File: src/rtl/cp0_irq_sequencer.sv
// Coprocessor-0 exception/interrupt sequencer: owns IE/EPC, latches pending irqs,
// and walks take -> flush -> redirect -> service -> eret return.
module cp0_irq_sequencer #(
    parameter int unsigned NUM_IRQ      = 3,
    parameter logic [31:0] HANDLER_BASE = 32'h0000_0400,
    parameter logic [31:0] VEC_STRIDE   = 32'h0000_0010,
    parameter int unsigned FLUSH_CYCLES = 2
) (
    input  logic               clk,
    input  logic               rst_n,
    input  logic [NUM_IRQ-1:0] irq_req,
    input  logic               commit_valid,
    input  logic [31:0]        pc_resume,
    input  logic               syscall,
    input  logic               eret,
    input  logic               mtc0,
    input  logic               cpr0_sel,
    input  logic [31:0]        mtc0_data,
    output logic [31:0]        IE_value,
    output logic [31:0]        EPC_value,
    output logic               flush,
    output logic               pc_redirect,
    output logic [31:0]        redirect_pc,
    output logic               in_service,
    output logic [NUM_IRQ-1:0] irq_ack,
    output logic [3:0]         cause
);

    typedef enum logic [2:0] {
        ST_IDLE,
        ST_FLUSH,
        ST_REDIRECT,
        ST_SERVICE,
        ST_RETURN
    } state_t;

    localparam logic [3:0] CAUSE_SYSCALL = 4'hF;

    state_t             state_q, state_d;
    logic [31:0]        ie_q, ie_d;
    logic [31:0]        epc_q, epc_d;
    logic [NUM_IRQ-1:0] pend_q, pend_d;
    logic [3:0]         cause_q, cause_d;
    logic [2:0]         cnt_q, cnt_d;

    logic [NUM_IRQ-1:0] eligible;
    logic               any_eligible;
    logic [3:0]         elig_idx;
    logic [NUM_IRQ-1:0] ack_w;
    logic [31:0]        vec_idx;
    logic [31:0]        vec_addr;
    logic               mtc0_we;
    logic               take;

    assign eligible = pend_q & ie_q[NUM_IRQ:1] & {NUM_IRQ{ie_q[0]}};
    assign mtc0_we  = commit_valid & mtc0;
    assign take     = commit_valid & (syscall | any_eligible);

    // Scan from the top down so the lowest eligible index is the one left standing.
    always_comb begin
        elig_idx     = '0;
        any_eligible = 1'b0;
        for (int unsigned i = NUM_IRQ; i > 0; i--) begin
            if (eligible[i-1]) begin
                elig_idx     = 4'(i - 1);
                any_eligible = 1'b1;
            end
        end
    end

    assign vec_idx  = (cause_q == CAUSE_SYSCALL) ? 32'(NUM_IRQ) : {28'b0, cause_q};
    assign vec_addr = HANDLER_BASE + vec_idx * VEC_STRIDE;

    always_comb begin
        ack_w = '0;
        if (state_q == ST_REDIRECT) begin
            for (int unsigned i = 0; i < NUM_IRQ; i++) begin
                if (cause_q == 4'(i)) ack_w[i] = 1'b1;
            end
        end
    end

    always_comb begin
        state_d = state_q;
        ie_d    = ie_q;
        epc_d   = epc_q;
        cause_d = cause_q;
        cnt_d   = cnt_q;
        pend_d  = (pend_q & ~ack_w) | irq_req;

        case (state_q)
            ST_IDLE: begin
                // A take flushes the committing instruction, so its mtc0 is dropped.
                if (take) begin
                    epc_d   = pc_resume;
                    ie_d[0] = 1'b0;
                    cause_d = syscall ? CAUSE_SYSCALL : elig_idx;
                    cnt_d   = '0;
                    state_d = ST_FLUSH;
                end else if (mtc0_we) begin
                    if (cpr0_sel) epc_d = mtc0_data;
                    else          ie_d  = mtc0_data;
                end
            end
            ST_FLUSH: begin
                if (cnt_q == 3'(FLUSH_CYCLES - 1)) begin
                    state_d = ST_REDIRECT;
                end else begin
                    cnt_d = cnt_q + 3'd1;
                end
            end
            ST_REDIRECT: begin
                state_d = ST_SERVICE;
            end
            ST_SERVICE: begin
                if (mtc0_we) begin
                    if (cpr0_sel) epc_d = mtc0_data;
                    else          ie_d  = mtc0_data;
                end
                if (commit_valid && eret) state_d = ST_RETURN;
            end
            ST_RETURN: begin
                ie_d[0] = 1'b1;
                state_d = ST_IDLE;
            end
            default: begin
                state_d = ST_IDLE;
            end
        endcase
    end

    always_ff @(posedge clk or negedge rst_n) begin
        if (!rst_n) begin
            state_q <= ST_IDLE;
            ie_q    <= '0;
            epc_q   <= '0;
            pend_q  <= '0;
            cause_q <= '0;
            cnt_q   <= '0;
        end else begin
            state_q <= state_d;
            ie_q    <= ie_d;
            epc_q   <= epc_d;
            pend_q  <= pend_d;
            cause_q <= cause_d;
            cnt_q   <= cnt_d;
        end
    end

    assign IE_value    = ie_q;
    assign EPC_value   = epc_q;
    assign flush       = (state_q == ST_FLUSH) || (state_q == ST_RETURN);
    assign pc_redirect = (state_q == ST_REDIRECT) || (state_q == ST_RETURN);
    assign redirect_pc = (state_q == ST_REDIRECT) ? vec_addr :
                         (state_q == ST_RETURN)   ? epc_q    : '0;
    assign in_service  = (state_q == ST_SERVICE);
    assign irq_ack     = ack_w;
    assign cause       = cause_q;

endmodule

File: config.mk
export PLATFORM = sky130hd
export DESIGN_NAME = cp0_irq_sequencer
export DESIGN_NICKNAME = d
export VERILOG_FILES = /design/src/rtl/cp0_irq_sequencer.sv
export SDC_FILE = /design/constraint.sdc
export NUM_CORES = 1
export LEC_CHECK = 0
export CAP_MARGIN = 15
export CORE_ASPECT_RATIO = 0.6
export CORE_MARGIN = 2
export CORE_UTILIZATION = 40
export DETAILED_ROUTE_END_ITERATION = 10
export PLACE_DENSITY = 0.83
export SETUP_SLACK_MARGIN = 0.15
export SLEW_MARGIN = 20
export SYNTH_ARGS = -nofsm -noshare
export SYNTH_HDL_FRONTEND = slang
export SYNTH_SLANG_ARGS = --single-unit
File: constraint.sdc
create_clock -name clk -period 3.3 [get_ports clk]
set_input_delay 0.825 -clock clk [delete_from_list [all_inputs] [get_ports clk]]
set_output_delay 0.825 -clock clk [all_outputs]
set_load 0.005 [all_outputs]
==> impl_metrics.env, run 1 <==
export IMPL_core_area_um2=9120
export IMPL_worst_endpoint_arrival_ns=2.20
export IMPL_drv_slew=0
export IMPL_viasPerCell=5.37
export IMPL_antenna_cells=0
export IMPL_grt_max_degree=77
export IMPL_ant_nets=0
export IMPL_p_total_uw=5120
export IMPL_power_frac_clock_pct=22.4
export IMPL_fmax_mhz=331
export IMPL_cp_cell_sequence="buf_4 -> nor3b_2 -> buf_4 -> a22o_1 -> clkdlybuf4s50_1"
export IMPL_drcViolationCount=0
export IMPL_dp_hpwl_um=8550
export IMPL_clk_pin_slew_ns=0.06
export IMPL_start_kind="register"
export IMPL_clk_path_buf_depth=2
export IMPL_fin_nets=614
export IMPL_cp_max_fo=35
export IMPL_swShare_pct=32.0
export IMPL_static_leakage_power_uw=0.00252
export IMPL_place_gp_congestion=0.824
export IMPL_yosysTopAreaCellShare_pct=51.0
export IMPL_cp_required_ns=2.47
export IMPL_synth_seq_cells=76
export IMPL_finalHoldViolCount=0
export IMPL_synth_area_um2=3730
export IMPL_peakVddDrop_v=0.000422
export IMPL_vias=3538
export IMPL_p_sw_uw=1640
export IMPL_start_util_pct=40.9
export IMPL_hold_slack_ns=0.505
export IMPL_syn_area_per_cell_um2=10.2
export IMPL_synth_cell_types=41
export IMPL_synth_fp_nets=441
export IMPL_synthMuxAreaShare_pct=9.94
export IMPL_crit_cells=5
export IMPL_setup_ws_ns=0.280
export IMPL_cts_buffers=9
export IMPL_fp_row_count=27
export IMPL_drive_gt1_share_pct=13.4
export IMPL_outcome="finished clean"
export IMPL_critPathMaxStageDelay_ns=0.52
export IMPL_timing_rr_start="state_q[0]"
export IMPL_grt_pass1_wl_um=19100
export IMPL_clock_skew_ns=0.00599
export IMPL_fin_crit_sh_pct=91.5
export IMPL_critPathKind="register to primary output"
export IMPL_dr_pass1_iters=4
export IMPL_synth_adder_area_share_pct=0.672
export IMPL_rrSetupSlack_ns=0.93
export IMPL_holdPathStages=1
export IMPL_synth_compound_area_share_pct=12.6
export IMPL_port_buffers=179
export IMPL_syn_inst=365
export IMPL_clk_latency_ns=0.33
export IMPL_gr_total_overflow=0
export IMPL_p_per_area_nw_per_um2=857
export IMPL_cp_startpoint="state_q[0]"
export IMPL_cts_root_buf="clkbuf_16"
export IMPL_p_seq_share_pct=34.2
export IMPL_yosys_area_share_simple_pct=17.9
export IMPL_drtIter0Drc=220
export IMPL_cts_tree="built"
export IMPL_rsz0062_at_grt="false"
export IMPL_grt_pass1_vias=3709
export IMPL_yosysTopAreaCell="dfrtp_1"
export IMPL_finalCriticalPeriod_ns=3.02
export IMPL_wl_per_cell_um=18.6
export IMPL_cp_end_kind="primary output"
export IMPL_maxCapViolCount=0
export IMPL_dieArea_um2=10100
export IMPL_critPathSlowestCell="clkdlybuf4s50_1"
export IMPL_yosysSeqAreaShare_pct=51.0
export IMPL_setup_viol=0
export IMPL_hold_class="register to register"
export IMPL_crit_top_cell="buf_4"
export IMPL_htree_levels=3
export IMPL_grt_usage_pct=24.8
export IMPL_antenna_found_initial=0
export IMPL_die_h_um=78.8
export IMPL_p_int_uw=3480
export IMPL_slew_headroom_pct=34.1
export IMPL_dp_worst_setup_slack_ns=0.298
export IMPL_num_io_pins=180
export IMPL_synthXorXnorAreaFrac_pct=0.235
export IMPL_area_growth_syn_to_layout_pct=60.4
export IMPL_min_from="IE_value[24]"
export IMPL_fin_setup_tns_ns=0
export IMPL_clock_sinks=76
export IMPL_yosys_warnings=0
export IMPL_wl_um=12300
export IMPL_die_width_um=129
export IMPL_synth_area_leaders="dfrtp_1 51%, mux2_2 9.7%, a221oi_1 7.5%, and2_1 4.7%, nor3_1 4.6%"
export IMPL_critPathBufInv=3
export IMPL_synth_top_family_by_area="simple AND/OR/NAND/NOR gates"
export IMPL_p_comb_share_pct=43.4
export IMPL_reg2reg_depth=5
export IMPL_tightest_slew_ns=0.986
export IMPL_cpLargestDelayFamily="buffers and inverters"
## power by group through the flow
stage / Clock, µW / Combinational (µW) / Sequential, µW
6_report: 1150 / 2220 / 1750
5_1_grt: 1210 / 2410 / 1810
4_1_cts: 1170 / 2210 / 1750
3_5_place_dp: 0 / 2190 / 1770
3_3_place_gp: 0 / 2120 / 1730
2_1_floorplan: 0 / 934 / 1680
## registers in the layout (all words and copies together), names as in the netlist
| signal | flops |
|---|---|
| IE_value | 32 |
| cause | 3 |
| state_q | 3 |
| cnt_q | 3 |
| pend_q | 3 |
| EPC_value | 32 |
## per-stage QoR
stage | area (µm²) | cells | utilization, %
after CTS | 5960 | 658 | 65.4
after detailed placement | 5600 | 641 | 61.4
after floorplan | 3730 | 365 | -
after global placement | 5600 | 641 | 61.4
final | 5980 | 659 | 65.5
after global routing | 5980 | 659 | 65.5
## worst reg2reg max path, cell delays in order (launching register included)
cell and delay (ns):
dfrtp_2 0.44, buf_4 0.17, xor2_1 0.18, nor4b_4 0.30, a21boi_4 0.83, a221oi_1 0.28
## metal layers
| metal | vias to the layer above | global-route usage, % | wire [µm] |
|---|---|---|---|
| li1 | 1613 | - | - |
| met1 | 1746 | 30.6 | 5000 |
| met2 | 164 | 41.2 | 5790 |
| met3 | 15 | 9.50 | 1320 |
| met4 | 0 | 6.30 | 166 |
| met5 | - | 0 | 0 |
## cell usage after synthesis (all sizes together)
cell type  number
ha              2
and2           28
o2bb2a          1
a21boi          1
nor4b           2
a22oi           1
nand2b          1
nor2           37
a21o            3
o21bai          2
a221oi         32
mux2           32
a22o            2
and3            2
mux2i           1
a41oi           1
nand3b          1
inv            38
nor3           34
or4             1
a31o            1
or3             2
o21ai           7
buf            15
o22ai           1
or4b            1
a31oi           2
a21oi           4
o211ai          1
nand2          14
nor3b           2
clkbuf         12
dfrtp          76
xor2            1
or2             2
nand3           2
## worst paths after layout
path,to
worst max-delay path,redirect_pc[4]
worst min-delay path,IE_value[24]
worst max register to register,EPC_value[21]
worst min register to register,IE_value[24]
max in group asynchronous,cause[2]
min in group asynchronous,EPC_value[19]
## placed cells by master (no fill, tap or decap), types with 3 or more instances in the layout
cell type	count
buf_4	11
a221oi_1	32
a21oi_1	3
and2_1	28
dfrtp_1	72
clkdlybuf4s50_1	178
mux2_2	32
nand2_1	14
nor3_1	33
nor2_1	37
a21o_1	3
o21ai_0	7
dfrtp_2	4
bufinv_16	3
inv_1	38
clkbuf_16	9
## final cells by class
type,instances,area (µm²)
clock buffers,10,239
flip-flops and latches,76,1910
inverters,38,143
fillers,700,3150
clock inverters,6,111
well taps,116,145
repair buffers,189,1860
multi-input cells,224,1570
## kinds of logic (layout without fill, tap and decap cells)
logic type                 count (synthesis)  count (layout)
xor gates and xnor gates                   1               1
and+or+nand+nor                          129             129
muxes                                     33              33
adders and majority gates                  2               2
DFF                                       76              76
AOI/OAI and AO/OA                         59              59
buffers and inverters                     65             243
## repair_timing
action,4_1_cts,5_1_grt
cloned,0,0
gates resized for setup,3,3
setup endpoints to repair,3,3
hold buffers,0,0
setup buffers,1,1
Note: power is estimated with default switching activity, not from simulation.
==> run 2, diff against run 1 <==
--- a/config.mk
+++ b/config.mk
@@ -8,9 +8,9 @@
 export CAP_MARGIN = 15
 export CORE_ASPECT_RATIO = 0.6
 export CORE_MARGIN = 2
-export CORE_UTILIZATION = 40
+export CORE_UTILIZATION = 44
 export DETAILED_ROUTE_END_ITERATION = 10
-export PLACE_DENSITY = 0.83
+export PLACE_DENSITY = 0.9
 export SETUP_SLACK_MARGIN = 0.15
 export SLEW_MARGIN = 20
 export SYNTH_ARGS = -nofsm -noshare
==> impl_metrics.env, run 2 (synthesized netlist as in run 1, its figures left out) <==
export IMPL_antenna_cells=0
export IMPL_finalNonFillerCells=649
export IMPL_grt_usage_pct=26.9
export IMPL_clock_skew_ns=0.00481
export IMPL_dp_hpwl_um=8440
export IMPL_dpl_cell_count=632
export IMPL_vias=3554
export IMPL_fin_crit_sh_pct=89.4
export IMPL_clock_sinks=76
export IMPL_hold_buffers=0
export IMPL_cp_max_fo=11
export IMPL_p_per_area_nw_per_um2=857
export IMPL_antenna_found_initial=0
export IMPL_viasPerCell=5.48
export IMPL_outcome="finished clean"
export IMPL_slew_headroom_pct=33.9
export IMPL_fmax_mhz=339
export IMPL_static_leakage_power_uw=0.00252
export IMPL_cts_buffers=9
export IMPL_rsz0062_at_grt="false"
export IMPL_fill_cells=553
export IMPL_min_delay_worst_endpoint="IE_value[24]"
export IMPL_ant_nets=0
export IMPL_wl_um=12000
export IMPL_fin_setup_tns_ns=0
export IMPL_rrSetupSlack_ns=1.04
export IMPL_place_gp_congestion=0.819
export IMPL_htree_levels=3
export IMPL_worst_endpoint_arrival_ns=2.12
export IMPL_cts_root_buf="clkbuf_16"
export IMPL_peakVddDrop_v=0.000438
export IMPL_start_kind="register"
export IMPL_start_util_pct=46.4
export IMPL_port_buffers=179
export IMPL_die_h_um=75.3
export IMPL_critPathKind="register to primary output"
export IMPL_setup_ws_ns=0.350
export IMPL_gr_total_overflow=0
export IMPL_grt_pass1_vias=3550
export IMPL_cp_required_ns=2.47
export IMPL_num_io_pins=180
export IMPL_drcViolationCount=0
export IMPL_clk_pin_slew_ns=0.06
export IMPL_r2r_end="EPC_value[31]"
export IMPL_cts_tree="built"
export IMPL_clk_path_buf_depth=2
export IMPL_reg2reg_depth=4
export IMPL_timing_rr_start="state_q[1]"
export IMPL_dieArea_um2=9240
export IMPL_drive_gt1_share_pct=12.6
export IMPL_grt_max_degree=77
export IMPL_dp_worst_setup_slack_ns=0.317
export IMPL_grt_pass1_wl_um=18800
export IMPL_min_from="IE_value[24]"
export IMPL_hold_class="register to register"
export IMPL_core_area_um2=8040
export IMPL_area_growth_syn_to_layout_pct=59.9
export IMPL_holdPathStages=1
export IMPL_tightest_slew_ns=0.989
export IMPL_setup_viol=0
export IMPL_drtIter0Drc=229
export IMPL_final_cell_mix="178 x clkdlybuf4s50_1, 73 x dfrtp_1, 38 x inv_1"
export IMPL_dr_pass1_iters=5
export IMPL_drv_slew=0
export IMPL_finalHoldViolCount=0
export IMPL_cp_end_kind="primary output"
export IMPL_fin_nets=612
export IMPL_wl_per_cell_um=18.6
export IMPL_fp_row_count=25
export IMPL_final_common_cell="clkdlybuf4s50_1"
export IMPL_die_width_um=123
export IMPL_finalCriticalPeriod_ns=2.95
export IMPL_maxCapViolCount=0
export IMPL_clk_latency_ns=0.33
export IMPL_fin_util_pct=74.1
## run 2: changes by cell type in the layout (fill, tap and decap cells not counted), sizes merged
cell      change
clkinvlp      -1
buf           -2
clkbuf        +2
clkinv        -1
## run 2: where the power goes
group | internal (µW) | switching (µW)
clock | 779 | 368
combinational | 1340 | 866
sequential | 1380 | 375
total | 3500 | 1610
## run 2: final cells by class
| type | instances | area [µm²] | area share (%) |
|---|---|---|---|
| clock inverters | 4 | 95.1 | 1.60 |
| flip-flops and latches | 76 | 1910 | 32.0 |
| repair buffers | 187 | 1860 | 31.2 |
| inverters | 38 | 143 | 2.39 |
| multi-input cells | 224 | 1560 | 26.2 |
| clock buffers | 12 | 256 | 4.30 |
| well taps | 108 | 135 | 2.27 |
## run 2: metal layers
metal,wire [µm],track usage [%],vias to the layer above,part of all wire [%]
met3,1210,10.1,13,10
met4,133,5.75,0,1.1
met2,5810,45.5,178,48
met1,4900,33.3,1749,41
li1,-,-,1614,-
met5,0,0,-,0
## run 2: through the flow
| step | power [µW] | hold slack [ns] | instance area [µm²] |
|---|---|---|---|
| after CTS | 5140 | 0.508 | 5950 |
| final | 5100 | 0.504 | 5960 |
| after detailed placement | 3960 | 0.495 | 5590 |
| after floorplan | 2610 | 0.464 | 3730 |
| after global placement | 3850 | 0.489 | 5590 |
| after global routing | 5420 | 0.518 | 5960 |
## run 2: worst max-delay path by stage
stage,startpoint,end,slack (ns),depth (start not counted)
2_1_floorplan,state_q[2],irq_ack[0],1.03,3
3_3_place_gp,syscall,EPC_value[31],0.40,5
3_5_place_dp,syscall,EPC_value[28],0.32,5
4_1_cts,state_q[0],irq_ack[2],0.18,5
5_1_grt,state_q[0],irq_ack[2],0.22,5
6_report,state_q[0],irq_ack[2],0.35,5
## run 2: critical path, cell delays in order, from the launching register on
cell and delay, ns:
dfrtp_2 0.48, or4b_4 0.57, nor2_1 0.10, nand2_1 0.09, inv_1 0.07, clkdlybuf4s50_1 0.50
## run 2: timing repair
action / CTS / global route
setup endpoints to repair: 3 / 3
resized for setup: 3 / 1
pin swaps: 0 / 0
setup buffers: 1 / 0
==> run 3, diff against run 2 <==
--- a/config.mk
+++ b/config.mk
@@ -10,9 +10,10 @@
 export CORE_MARGIN = 2
 export CORE_UTILIZATION = 44
 export DETAILED_ROUTE_END_ITERATION = 10
-export PLACE_DENSITY = 0.9
+export PLACE_DENSITY = 0.94
 export SETUP_SLACK_MARGIN = 0.15
 export SLEW_MARGIN = 20
 export SYNTH_ARGS = -nofsm -noshare
 export SYNTH_HDL_FRONTEND = slang
 export SYNTH_SLANG_ARGS = --single-unit
+export TNS_END_PERCENT = 10
==> impl_metrics.env, run 3 (synthesized netlist as in run 1, its figures left out) <==
export IMPL_fp_row_count=25
export IMPL_fin_util_pct=73.4
export IMPL_rsz0062_at_grt="false"
export IMPL_grt_max_degree=77
export IMPL_fin_setup_tns_ns=0
export IMPL_multi_input_area_um2=1570
export IMPL_cts_buffers=9
export IMPL_p_per_area_nw_per_um2=824
export IMPL_clock_sinks=76
export IMPL_vias=3534
export IMPL_die_width_um=123
export IMPL_clk_pin_slew_ns=0.05
export IMPL_dp_hpwl_um=8550
export IMPL_num_io_pins=180
export IMPL_core_area_um2=8040
export IMPL_drtIter0Drc=197
export IMPL_cts_root_buf="clkbuf_16"
export IMPL_slew_headroom_pct=36.3
export IMPL_cp_end_kind="primary output"
export IMPL_drcViolationCount=0
export IMPL_dr_pass1_iters=4
export IMPL_dieArea_um2=9240
export IMPL_maxCapViolCount=0
export IMPL_timing_rr_start="state_q[1]"
export IMPL_critPathKind="register to primary output"
export IMPL_antenna_found_initial=0
export IMPL_grt_pass1_vias=3554
export IMPL_cp_cell_sequence="buf_4 -> nor3b_2 -> buf_4 -> and2_1 -> clkdlybuf4s50_1"
export IMPL_setup_ws_ns=0.341
export IMPL_cp_max_fo=35
export IMPL_cp_startpoint="state_q[2]"
export IMPL_hold_class="input port to asynchronous set/reset pin"
export IMPL_wl_um=12200
export IMPL_drive_gt1_share_pct=13.1
export IMPL_seq_area_um2=1910
export IMPL_dp_worst_setup_slack_ns=0.266
export IMPL_finalCriticalPeriod_ns=2.96
export IMPL_viasPerCell=5.43
export IMPL_tightest_slew_ns=0.954
export IMPL_critPathMaxStageDelay_ns=0.53
export IMPL_gr_total_overflow=0
export IMPL_critPathSlowestCell="clkdlybuf4s50_1"
export IMPL_rrSetupSlack_ns=1.03
export IMPL_fin_nets=614
export IMPL_peakVddDrop_v=0.000527
export IMPL_wl_per_cell_um=18.7
export IMPL_grt_pass1_wl_um=18500
export IMPL_setup_viol=0
export IMPL_fill_cells=538
export IMPL_final_cell_mix="178 x clkdlybuf4s50_1, 73 x dfrtp_1, 38 x inv_1"
export IMPL_crit_top_cell="buf_4"
export IMPL_start_util_pct=46.4
export IMPL_htree_levels=3
export IMPL_crit_cells=5
export IMPL_final_common_cell="clkdlybuf4s50_1"
export IMPL_grt_usage_pct=27.0
export IMPL_die_h_um=75.3
export IMPL_start_kind="register"
export IMPL_place_gp_congestion=0.836
export IMPL_worst_endpoint_arrival_ns=2.13
export IMPL_static_leakage_power_uw=0.00250
export IMPL_antenna_cells=0
export IMPL_fin_crit_sh_pct=89.7
export IMPL_cp_required_ns=2.47
export IMPL_cpLargestDelayFamily="buffers and inverters"
export IMPL_outcome="finished clean"
export IMPL_ant_nets=0
export IMPL_area_growth_syn_to_layout_pct=58.5
export IMPL_reg2reg_depth=4
export IMPL_clk_path_buf_depth=2
export IMPL_drv_slew=0
export IMPL_fmax_mhz=338
export IMPL_clock_skew_ns=0.00461
export IMPL_port_buffers=179
export IMPL_clk_latency_ns=0.33
export IMPL_finalHoldViolCount=0
export IMPL_critPathBufInv=3
export IMPL_cts_tree="built"
-- run 3: cell count changes in the layout (fill, tap and decap cells not counted) --
| cell | change |
|---|---|
| buf_16 | +1 |
| clkbuf_8 | -1 |
| nor3_1 | -1 |
| bufinv_16 | -3 |
| buf_12 | -1 |
| nor3_2 | +1 |
| clkinv_2 | +3 |
| clkinvlp_4 | +1 |
| buf_4 | +2 |
-- run 3: power breakdown --
part	switching, µW	internal, µW
logic	858	1340
registers	387	1380
clock network	377	524
total	1620	3240
-- run 3: stage by stage --
| stage | cell area [µm²] | instances | power, µW | hold WS, ns |
|---|---|---|---|---|
| 5_1_grt | 5900 | 651 | 5160 | 0.376 |
| 3_3_place_gp | 5590 | 633 | 3850 | 0.484 |
| 4_1_cts | 5870 | 649 | 4880 | 0.507 |
| 6_report | 5900 | 651 | 4860 | 0.366 |
| 3_5_place_dp | 5590 | 633 | 3950 | 0.495 |
| 2_1_floorplan | 3730 | 365 | 2610 | 0.464 |
-- run 3: path summary, 6_finish.rpt --
kind,endpoint
max,redirect_pc[25]
min,EPC_value[21]
max reg2reg,EPC_value[29]
min reg2reg,IE_value[25]
max in group asynchronous,state_q[2]
min in group clk,IE_value[25]
-- run 3: what timing repair did --
action,4_1_cts,5_1_grt
setup endpoints to repair,3,3
pin swaps,0,0
hold buffers,0,0
cloned,0,0
gates resized for setup,4,1
buffers inserted,0,1
-- run 3: metal layers --
| metal | routed length (µm) | track usage, % | vias to the layer above |
|---|---|---|---|
| li1 | - | - | 1613 |
| met5 | 0 | 0 | - |
| met2 | 6020 | 45.9 | 179 |
| met1 | 4840 | 32.0 | 1730 |
| met4 | 115 | 8.68 | 0 |
| met3 | 1200 | 10.5 | 12 |
-- run 3: cell type report --
cell class	instances	area share, %
inverter	38	2.42
sequential	76	32.3
tap	108	2.29
clock inverter	5	0.466
clock buffer	11	4.11
timing repair buffer	189	31.9
multi-input combinational	224	26.5
==> edit, RTL diff (config.mk and constraints of run 1) <==
Change the parameter `NUM_IRQ` from 3 to 2.
--- a/src/rtl/cp0_irq_sequencer.sv
+++ b/src/rtl/cp0_irq_sequencer.sv
@@ -1,7 +1,7 @@
 // Coprocessor-0 exception/interrupt sequencer: owns IE/EPC, latches pending irqs,
 // and walks take -> flush -> redirect -> service -> eret return.
 module cp0_irq_sequencer #(
-    parameter int unsigned NUM_IRQ      = 3,
+    parameter int unsigned NUM_IRQ      = 2,
     parameter logic [31:0] HANDLER_BASE = 32'h0000_0400,
     parameter logic [31:0] VEC_STRIDE   = 32'h0000_0010,
     parameter int unsigned FLUSH_CYCLES = 2
Ports: changed (resized irq_ack and irq_req); port bits go from 180 to 178. The function was not compared with the original's and may differ.
==> edit against run 1 <==
  * Clock skew up 0.0017 ns
  * Setup slack got worse by 0.0011 ns
  * Design area down 1.6%
  * Non-clock buffer count down 2
  * Critical endpoint is now irq_ack[0]
  * Area after synthesis fell by 0.47%
  * Wire length is 5.9% lower
  * Total power is 2.3% lower
  * Sequential cell count shrank 2
  * Largest power group unchanged
  * Die area down 0.45%
==> edit: results (changes against run 1) <==
first_pass_iters: 5  # +1
detail_route.wl_per_cell_um: 17.9  # -4.0%
via_per_inst: 5.45  # +1.5%
grt_pass1_vias: 3444  # -7.1%
fmax_ghz: 0.331  # about the same
synth_cells: 359  # -1.6%
multi_input_area_share_pct: 26.7  # +0.49 points
numPortBuffers: 177  # -1.1%
status: "finished clean"
rrSetupSlack_ns: 1.10  # +0.17 ns
seq_area_um2: 1850  # -2.8%
switching_share_pct: 33.3  # +1.3 points
hold_start: "IE_value[16]$_DFFE_PN0P_"
synth.top_cells.by_count: "dfrtp_1, nor3_1, inv_1"
seq_area_frac_synth_pct: 49.9  # -1.1 points
multi_input_gates: 215  # -4.0%
crit_fanout: 9  # -74%
clock_buffers: 12  # +2
r2r_start: "state_q[1]$_DFFE_PN0P_"
placed_cell_area_um2: 5550  # -0.85%
buffers: 187  # -1.1%
worst_pin_slew_ns: 0.980  # -0.00539 ns
synth_nets: 434  # -1.6%
syn_to_final_growth_pct: 58.6
layout-drive-gt1-share_pct: 12.3  # -1.2 points
place_hpwl_um: 8280  # -3.2%
postCtsResizedCells: 0  # -3
final.setup_skew_ns: 0.00765  # +0.00166 ns
grtUsageTotal_pct: 22.9  # -1.9 points
-- edit: changes by cell type after synthesis, moves of 4 or more --
cell,run 1,this run
nor2_1,37,3
clkbuf_1,12,16
a221oi_1,32,0
a311oi_1,0,32
nor3_1,34,66
-- edit: critical path, cell delays in order, from the launching register on --
cell             delay (ns)
dfrtp_1                0.52
nor2_1                 0.30
nand2_1                0.19
nor3_1                 0.28
clkdlybuf4s50_1        0.58
-- edit: cells by family after synthesis --
| family | after synthesis | share of synthesized area [%] |
|---|---|---|
| AO/OA/AOI/OAI | 53 | 11.8 |
| adder cells (fa/ha/maj) | 2 | 0.675 |
| buffers and inverters | 70 | 8.77 |
| AND/OR/NAND/NOR | 127 | 18.7 |
| XOR/XNOR | 1 | 0.439 |
| multiplexers | 32 | 9.68 |
| flip-flops | 74 | 49.9 |
-- edit: per-layer routing --
layer / routed length (um) / GRT usage (%)
met5: 0 / 0
met4: 95 / 5.05
met3: 1190 / 8.45
met2: 5400 / 37.0
met1: 4860 / 29.4
